`config.mk`:
```
export PLATFORM = sky130hd
export DESIGN_NAME = reg_file_bank_flat
export DESIGN_NICKNAME = d
export VERILOG_FILES = /design/src/rtl/reg_file_bank_if.sv /design/src/rtl/reg_file_bank.sv /design/src/flat_wrapper.sv
export SDC_FILE = /design/constraint.sdc
export NUM_CORES = 1
export LEC_CHECK = 0
export ABC_AREA = 0
export CELL_PAD_IN_SITES_DETAIL_PLACEMENT = 1
export CELL_PAD_IN_SITES_GLOBAL_PLACEMENT = 2
export CORE_ASPECT_RATIO = 0.9
export CORE_MARGIN = 2
export CORE_UTILIZATION = 37
export DETAILED_ROUTE_END_ITERATION = 10
export PLACE_DENSITY_LB_ADDON = 0.15
export SYNTH_ARGS = -nofsm -noshare
export SYNTH_HDL_FRONTEND = slang
export SYNTH_SLANG_ARGS = --single-unit
```
`constraint.sdc`:
```
create_clock -name clk -period 4.42 [get_ports clk]
set_input_delay 1.105 -clock clk [delete_from_list [all_inputs] [get_ports clk]]
set_output_delay 1.105 -clock clk [all_outputs]
set_load 0.01 [all_outputs]
```
`src/rtl/reg_file_bank_if.sv`:
```
// reg_file_bank_if: read/write/clear bus of the parametrised register file bank
interface reg_file_bank_if #(
  parameter int XLEN = 32,
  parameter int AW   = 5,
  parameter int NRD  = 2
);
  logic                clr_req;
  logic                busy;
  logic [NRD*AW-1:0]   rs_addr;
  logic [NRD*XLEN-1:0] rs_data;
  logic [AW-1:0]       rd;
  logic [XLEN-1:0]     rd_data;
  logic                reg_write;
  modport master (output clr_req, rs_addr, rd, rd_data, reg_write, input busy, rs_data);
  modport slave  (input clr_req, rs_addr, rd, rd_data, reg_write, output busy, rs_data);
endinterface

```
`src/rtl/reg_file_bank.sv`:
```
// reg_file_bank: multi-port register file with sequenced hardware/software clear; REG_FILE_WR_BYPASS_EN enables same-cycle write forwarding
module reg_file_bank #(
  parameter int XLEN = 32,
  parameter int AW   = 5,
  parameter int NRD  = 2
) (
  input logic           clk,
  input logic           rst_n,
  reg_file_bank_if.slave bus
);
  localparam int NREGS = 2**AW;
  typedef enum logic {CLEAR, IDLE} state_t;
  state_t              state;
  logic [AW-1:0]       clr_ptr;
  logic [XLEN-1:0]     regs [NREGS];
  logic [NRD*XLEN-1:0] rs_data;
  assign bus.busy    = state == CLEAR;
  assign bus.rs_data = rs_data;
  // clear sequencer: sweep every index once after reset or a clear request
  always_ff @(posedge clk or negedge rst_n)
    if (!rst_n) begin
      state   <= CLEAR;
      clr_ptr <= '0;
    end else if (state == CLEAR) begin
      clr_ptr <= clr_ptr + 1'b1;
      if (clr_ptr == '1) state <= IDLE;
    end else if (bus.clr_req) begin
      state   <= CLEAR;
      clr_ptr <= '0;
    end
  // array update: sweep writes zero, otherwise commit writes except to x0
  always_ff @(posedge clk)
    if (state == CLEAR) regs[clr_ptr] <= '0;
    else if (bus.reg_write && bus.rd != '0) regs[bus.rd] <= bus.rd_data;
  // combinational read ports, forced to zero while clearing and for x0
  always_comb begin
    rs_data = '0;
    for (int i = 0; i < NRD; i++)
`ifdef REG_FILE_WR_BYPASS_EN
      rs_data[i*XLEN +: XLEN] = (bus.busy || bus.rs_addr[i*AW +: AW] == '0) ? '0 :
                                (bus.reg_write && bus.rd == bus.rs_addr[i*AW +: AW]) ? bus.rd_data :
                                regs[bus.rs_addr[i*AW +: AW]];
`else
      rs_data[i*XLEN +: XLEN] = (bus.busy || bus.rs_addr[i*AW +: AW] == '0) ? '0 :
                                regs[bus.rs_addr[i*AW +: AW]];
`endif
  end
endmodule

```
`src/flat_wrapper.sv`:
```
// flat-port wrapper written by rule: the top's interface ports become plain ports
module reg_file_bank_flat 
#(
  parameter int XLEN = 32,
  parameter int AW   = 5,
  parameter int NRD  = 2
)
  (clk, rst_n, bus_clr_req, bus_rs_addr, bus_rd, bus_rd_data, bus_reg_write, bus_busy, bus_rs_data);
  reg_file_bank_if #(.XLEN(XLEN), .AW(AW), .NRD(NRD)) bus_i ();
  input logic clk;
  input logic rst_n;
  input wire logic [$bits(bus_i.clr_req)-1:0] bus_clr_req;
  input wire logic [$bits(bus_i.rs_addr)-1:0] bus_rs_addr;
  input wire logic [$bits(bus_i.rd)-1:0] bus_rd;
  input wire logic [$bits(bus_i.rd_data)-1:0] bus_rd_data;
  input wire logic [$bits(bus_i.reg_write)-1:0] bus_reg_write;
  output wire logic [$bits(bus_i.busy)-1:0] bus_busy;
  output wire logic [$bits(bus_i.rs_data)-1:0] bus_rs_data;
  assign bus_i.clr_req = bus_clr_req;
  assign bus_i.rs_addr = bus_rs_addr;
  assign bus_i.rd = bus_rd;
  assign bus_i.rd_data = bus_rd_data;
  assign bus_i.reg_write = bus_reg_write;
  assign bus_busy = bus_i.busy;
  assign bus_rs_data = bus_i.rs_data;
  reg_file_bank #(.XLEN(XLEN), .AW(AW), .NRD(NRD)) u_core (.clk(clk), .rst_n(rst_n), .bus(bus_i));
endmodule
```
# == Word-level counts from Yosys, hierarchy flattened ==
# Memories as Yosys holds them, arrays and structs flattened.
# Cells that the tools add are included.
# op_classes
n_reduce_logical,7
bitwise_logic,1
div_mod_pow,0
eq_ne,2
n_addsub,1
shift,0
n_mul,0
mux,14
n_lt_le_gt_ge,0
# ops
operator,count
$mux 32,3
$reduce_or 32->1,1
$mux 5,3
$logic_not 5->1,2
$mux 1,8
$add 5x1->5 const B,1
$eq 5x5->1 const B,1
$reduce_bool 5->1,1
$logic_or 1x1->1,2
$ne 2x2->1 const B,1
$logic_and 1x1->1,1
$not 1->1,1
# word_totals
mem_bits_rw,1024
mem_bits_ro,0
wordCells,28
memories,1
latchBits,0
in_bits,51
out_inout_bits,65
register_bits,6
# mem_list
memory,depth,word_bits,rd,rd_clocked_by_memory_dff,write_ports,line_no,rtl
u_core.regs,32,32,2,0,1,reg_file_bank.sv:15,logic [XLEN-1:0] regs [NREGS];

# == Logic depth before layout (Yosys ltp) ==
# Gate-level depths: netlist (run 1).
# logic_depth
ltp_word,7
mapped_depth,8
ltp_nobuf,5

# == Worst setup path after synthesis (run 1) ==
# No wires, ideal clock.
# synth_timing
path_type,input -> register
start,in bus_rd[2]
end,mem u_core.regs[28][0] (enable)
path_stages,5
arrival_ps,3306
setup_slack_ps,693
setup_ps,421
path_cell_list,clkbuf_1 -> nor3_1 -> a21oi_1 -> o21a_1 -> nor2_1
# synth_via
elab_chain_cells,7
# synth_lines
item,line_no,rtl
from (decl),flat_wrapper.sv:14,input wire logic [$bits(bus_i.rd)-1:0] bus_rd;
$reduce_bool 5->1,reg_file_bank.sv:34,else if (bus.reg_write && bus.rd != '0) regs[bus.rd] <= bus.rd_data;
$logic_and 1x1->1,reg_file_bank.sv:34,
$mux 1,reg_file_bank.sv:34,
$mux 1,reg_file_bank.sv:33,if (state == CLEAR) regs[clr_ptr] <= '0;
$mux 1 (not written as such),reg_file_bank.sv:34,
$reduce_or 32->1 (no line),-,
$mux 5 (no line) or $mux 1 (tied branches),-,
to (decl),reg_file_bank.sv:15,
# Parallel ways exist; a longest one is shown, timed or not.

# == Worst setup path after layout (run 1) ==
# layout_timing
start,in bus_rs_addr[4]
end,out bus_rs_data[24]
# layout_via
elab_chain_cells,3
# layout_lines
item,line_no,rtl
from (decl),flat_wrapper.sv:13,input wire logic [$bits(bus_i.rs_addr)-1:0] bus_rs_addr;
"parallel branches: the longest is 2 deep, another holds $mem_v2 32x32",-,
$mux 32 *,reg_file_bank.sv:44,rs_data[i*XLEN +: XLEN] = (bus.busy || bus.rs_addr[i*AW +: AW] == '0) ? '0 :
to (decl),flat_wrapper.sv:18,output wire logic [$bits(bus_i.rs_data)-1:0] bus_rs_data;
# Every way passes the cells marked *.

==> results of run 1 <==
-- state kept, by name, indices dropped and copies added, names as in the netlist --
signal          cells
u_core.clr_ptr      5
u_core.regs      1024
u_core.state        1
-- power by group through the flow --
stage          clock [W]  sequential, W  combinational, W
6_report         0.00964         0.0128           0.00522
3_5_place_dp           0         0.0130           0.00521
3_3_place_gp           0         0.0128           0.00515
2_1_floorplan          0         0.0128           0.00239
5_1_grt           0.0101         0.0129           0.00540
4_1_cts          0.00975         0.0128           0.00521
-- synthesized netlist by cell type (all sizes together) (3+ instances only) --
cell type | number | area (µm²)
a31oi | 42 | 262.8
o21a | 3 | 22.52
buf | 146 | 882.1
mux2i | 520 | 5205
dfrtp | 6 | 150.1
nor2b | 9 | 56.30
nand4 | 66 | 412.9
a22o | 31 | 271.5
a21oi | 56 | 280.3
and2 | 41 | 256.5
and4b | 3 | 30.03
o21ai | 4 | 20.02
nand2 | 80 | 300.3
nor4 | 3 | 18.77
clkbuf | 88 | 330.3
nand3 | 135 | 675.7
nor2 | 51 | 193.9
nor3b | 4 | 40.03
and3 | 34 | 212.7
a22oi | 260 | 1952
mux4 | 252 | 5675
edfxtp | 1024 | 30750
-- area by class of cell --
class                      instances  area (µm²)
multi-input combinational       1621       16650
antenna                            2       5.005
sequential                      1030       30900
inverter                           1       8.758
timing repair buffer             525        6050
fill                           12350       69750
clock buffer                     141        3018
tap                             1714        2145
clock inverter                    66       656.9
-- what timing repair did --
action                                  in CTS  in global routing
buffers inserted                            17                  1
hold buffers                                 0                  0
gates cloned                                 0                  1
gates resized for setup                     91                 20
pin swaps                                   20                  8
endpoints found under the setup margin      63                 25
-- layer usage --
layer,GRT usage,up-vias,wire length (µm)
li1,-,12830,-
met1,0.4014,17400,82310
met2,0.4509,1502,89280
met3,0.05426,280,14030
met4,0.07749,0,5510
met5,0,-,0
-- final timing paths --
check / from / endpoint / slack (ps)
worst max-delay path: bus_rs_addr[4] / bus_rs_data[24] / 30
max in group asynchronous: rst_n / u_core.state$_DFF_PN0_ / 3530
worst min-delay path: rst_n / u_core.clr_ptr[2]$_DFFE_PN0P_ / 650
worst min register to register: u_core.clr_ptr[0]$_DFFE_PN0P_ / u_core.clr_ptr[0]$_DFFE_PN0P_ / 660
worst max register to register: u_core.state$_DFF_PN0_ / u_core.regs[18][6]$_DFFE_PP_ / 1160
min in group clk: u_core.clr_ptr[0]$_DFFE_PN0P_ / u_core.clr_ptr[0]$_DFFE_PN0P_ / 660
-- metrics by stage --
step,hold slack (ps),util,setup WS (ps),total power (W)
2_1_floorplan,577.9,-,693.3,0.01514
3_3_place_gp,633.2,0.4291,-293.7,0.01798
3_5_place_dp,659.2,0.4291,-330.0,0.01818
4_1_cts,612.9,0.4591,-193.3,0.02773
5_1_grt,636.9,0.4600,11.36,0.02840
6_report,646.3,0.4601,28.30,0.02765
-- cell families (layout without fill, tap and decap cells) --
group	count (synthesis)	after routing	synth area share
muxes	772	772	0.2255
AOI/OAI and AO/OA	412	412	0.06100
DFF	1030	1030	0.6405
adders and majority gates	2	2	0.0005186
and+or+nand+nor	433	433	0.04684
buffers and inverters	235	733	0.02521
xor gates and xnor gates	2	2	0.0003632
other	0	2	0
==> results.toml, run 1 <==
[setup_path]
crit_family = "buffers and inverters"
r2r_cells = 6
slowest_delay_ps = 470
cp-end-kind = "primary output"
worstPathRequired_ps = 3310
crit_fanout = 6
crit_chain = "clkdlybuf4s50_1, buf_4, buf_6, nor4bb_4, buf_12, buf_4, a22o_1, a31oi_2, nand4_1, dlygate4sd2_1"
crit_path_frequent_cell = "buf_4"
cp_slowest_cell = "clkdlybuf4s50_1"
crit_cells = 10
arrival_ps = 3290
path_class = "input pin to primary output"
cp_num_buf_inv = 6
critPathLaunchType = "input pin"

[grt]
first_global_vias = 33240
grt_max_degree = 37
grt_first_pass_wirelength_um = 265400
track_usage = 0.2849
grt_overflow = 0
antenna_found_initial = 3

[outcome]
status = "complete, but fails checks"
violations = "DRC"

[clock_network]
root_buffer = "clkbuf_16"
cts_made_buffers = 113
clkTransAtPathRegs_ps = 60
cts.path.max_buffers = 3
cts_tree = "yes"
clkSinkCount = 1030
htreeDepth = 3
clk-insertion-delay-late_ps = 750

[yosys]
synthesis.nets = 2939
synth_area_per_cell_um2 = 16.72
ys_ff_latch = 1030
yosysSeqAreaShare = 0.6405
synthArstFlopShare = 0.005825
synth-edff-count = 1024
ys.flop_type = "edfxtp_1"
syn_inst = 2886
syn_area_mm2 = 0.04824
synth_warnings = 0
yosys.cell_types.count = 46

[route]
totalWireLength_um = 191100
first_pass_iters = 8
drt_iter0_drc = 3617
drc = 4
via_per_inst = 6.276
vias = 32010
detail_route.wl_per_cell_um = 37.48
drtAntennaViolNets = 0

[timing]
maxSlewViolCount = 0
finalCritPeriodShare = 0.9936
hold_viol = 0
final.min_clock_period_ps = 4392
setup_viol = 0
tns_ps = 0
fin_skew_ps = 29.45
rsz0062_at_grt = "no"
worstMarginPinSlew_ps = 1336
max_freq_ghz = 0.2277
timing.slew.headroom = 0.1093

[die]
io_pins = 116
die_w_um = 384.6
fp-row-count = 125
die_h_um = 346.6
dieArea_mm2 = 0.1333
start_util = 0.3734
core_area_mm2 = 0.1292

[run]
maxCapViolCount = 0

[cells_and_area]
area_delta_synth_final_pct = 23.20
post-route-cell-area_mm2 = 0.05943
final_layout_size_suffix_gt1_frac = 0.2683
layout_commonest_cell = "edfxtp_1"
layout.cells.non_filler = 5100
layout.nets = 3345
final_cell_mix = "edfxtp_1 (1024), mux2i_1 (520), buf_4 (258), a22oi_1 (254), mux4_2 (252)"

[power]
power_leakage_nw = 20.92
power_density_mw_per_mm2 = 465.2
share_seq_of_total_power = 0.463
p_int_w = 0.01969
swShare = 0.2878
power.switching_w = 0.007956
clockPowerShare = 0.349
peakVddDrop_uv = 333.3
combPwrFrac = 0.189

[min_path]
min_path_type = "input pin to asynchronous set/reset pin"

[placement]
gp_congestion = 0.8634
dpl.hpwl_um = 123400
io_buffers = 115
placed_cells = 4871
dpl-instance-area_mm2 = 0.05543
No activity file was read; power rests on OpenSTA's default activity.
==> run 2, diff against run 1 <==
--- a/config.mk
+++ b/config.mk
@@ -12,6 +12,7 @@
 export CORE_MARGIN = 2
 export CORE_UTILIZATION = 37
 export DETAILED_ROUTE_END_ITERATION = 10
+export GPL_TIMING_DRIVEN = 0
 export PLACE_DENSITY_LB_ADDON = 0.15
 export SYNTH_ARGS = -nofsm -noshare
 export SYNTH_HDL_FRONTEND = slang
==> run 2 against run 1 <==
Net effect: the run ends with DRC, setup timing left; non-clock buffer count decreased by 135; first-iteration DRC count rose by 21%; clock skew down 9.3 ps; highest routed layer is now met5; cell area down 1.7%; largest power group unchanged.
==> results.toml, run 2 (synthesized netlist as in run 1, its figures left out) <==
[timing]
final.min_clock_period_ps = 4479
worstMarginPinSlew_ps = 1409
maxSlewViolCount = 0
hold_viol = 0
layout_setup_ws_ps = -59.22
finalCritPeriodShare = 1.013
rsz0062_at_grt = "yes"
fin_skew_ps = 20.11
timing.slew.headroom = 0.06051
max_freq_ghz = 0.2233
setup_viol = 4

[die]
fp-row-count = 125
dieArea_mm2 = 0.1333
start_util = 0.3734
io_pins = 116
die_w_um = 384.6
core_area_mm2 = 0.1292
die_h_um = 346.6

[clock_network]
clkSinkCount = 1030
cts_made_buffers = 114
htreeDepth = 3
root_buffer = "clkbuf_16"
clk-insertion-delay-late_ps = 720
cts_tree = "yes"
clkTransAtPathRegs_ps = 60
cts.path.max_buffers = 3
cts_hold_buffers = 0

[outcome]
violations = "DRC, setup timing"
status = "complete, but fails checks"

[grt]
first_global_vias = 32340
antenna_found_initial = 11
track_usage = 0.3005
grt_overflow = 0
grt_max_degree = 33
grt_first_pass_wirelength_um = 273700

[cells_and_area]
layout_commonest_cell = "edfxtp_1"
final_layout_size_suffix_gt1_frac = 0.2789
final_cell_mix = "edfxtp_1 (1024), mux2i_1 (516), mux4_2 (252), a22oi_1 (222), clkbuf_16 (120)"
area_delta_synth_final_pct = 21.17
reg_top3 = "u_core.regs x1024, u_core.clr_ptr x5, u_core.state x1"
layout.cells.non_filler = 4978
layout.nets = 3211
max_flop_register = "u_core.regs"
post-route-cell-area_mm2 = 0.05845
largest_register_ffs = 1024

[setup_path]
cp-end-kind = "primary output"
path_class = "input pin to primary output"
worstPathRequired_ps = 3310
crit_fanout = 10
critPathLaunchType = "input pin"
arrival_ps = 3370

[route]
totalWireLength_um = 202300
first_pass_iters = 8
drc = 4
drt_iter0_drc = 4359
drtAntennaViolNets = 0
vias = 31650
detail_route.wl_per_cell_um = 40.63
via_per_inst = 6.358

[min_path]
min_path_type = "input pin to asynchronous set/reset pin"

[power]
peakVddDrop_uv = 375.1
p_total_w = 0.02745
power_density_mw_per_mm2 = 469.6
power_leakage_nw = 20.00

[run]
maxCapViolCount = 0

[placement]
dpl.hpwl_um = 143400
io_buffers = 109
placed_cells = 4743
dpl-instance-area_mm2 = 0.05244
gp_congestion = 0.9247
==> run 2: metrics by stage <==
stage,setup TNS [ps],worst slack (ps),utilization,hold slack (ps)
2_1_floorplan,0,693.3,-,577.9
3_3_place_gp,-2657680,-2880,0.3985,607.1
3_5_place_dp,-111460,-2035,0.4059,641.1
4_1_cts,-16.29,-7.905,0.4497,587.5
5_1_grt,-40.83,-30.41,0.4523,620.1
6_report,-125.5,-59.22,0.4525,631.6
==> run 2: where the power goes <==
part | switching, W | internal, W | total (W)
Combinational | 0.00320 | 0.00175 | 0.00495
Sequential | 0.000561 | 0.0122 | 0.0128
Clock | 0.00411 | 0.00562 | 0.00974
Total | 0.00787 | 0.0196 | 0.0274
==> run 2: layer usage <==
metal,GRT usage,share of wire,vias up
met5,0,0.00013,-
met2,0.4647,0.46,1686
met3,0.07529,0.094,345
li1,-,-,12580
met1,0.4187,0.42,17030
met4,0.08705,0.033,4
==> run 2: worst paths after layout <==
check / start / to / slack [ps] / cells past startpoint
hold reg to reg: u_core.clr_ptr[0]$_DFFE_PN0P_ / u_core.clr_ptr[0]$_DFFE_PN0P_ / 670 / 2
max in group asynchronous: rst_n / u_core.clr_ptr[3]$_DFFE_PN0P_ / 3560 / 1
setup reg to reg: u_core.state$_DFF_PN0_ / u_core.regs[22][24]$_DFFE_PP_ / 910 / 7
hold / removal: rst_n / u_core.clr_ptr[4]$_DFFE_PN0P_ / 630 / 1
min in group clk: u_core.clr_ptr[0]$_DFFE_PN0P_ / u_core.clr_ptr[0]$_DFFE_PN0P_ / 670 / 2
setup / recovery: bus_rs_addr[6] / bus_rs_data[57] / -60 / 8
==> run 2: repair_timing <==
item                                    CTS  global route
gates resized for setup                 663            54
gates cloned                              0             1
pin swaps                                83            31
endpoints found under the setup margin   64            38
buffers inserted                          7             7
==> run 2: area by class of cell <==
cell class / count / area, µm²
Timing Repair Buffer: 161 / 1939
Sequential cell: 1030 / 30900
Buffer: 229 / 2571
Fill cell: 12340 / 70730
Clock inverter: 80 / 743.2
Inverter: 1 / 5.005
Multi-Input combinational cell: 1621 / 17140
Antenna cell: 8 / 20.02
Clock buffer: 134 / 2992
Tap cell: 1714 / 2145
==> run 2: critical path, stage by stage <==
cell and delay (ps):
buf_6 140, buf_12 160, buf_16 190, buf_16 200, mux4_2 340, a22oi_2 460
nand4_1 440, buf_2 290
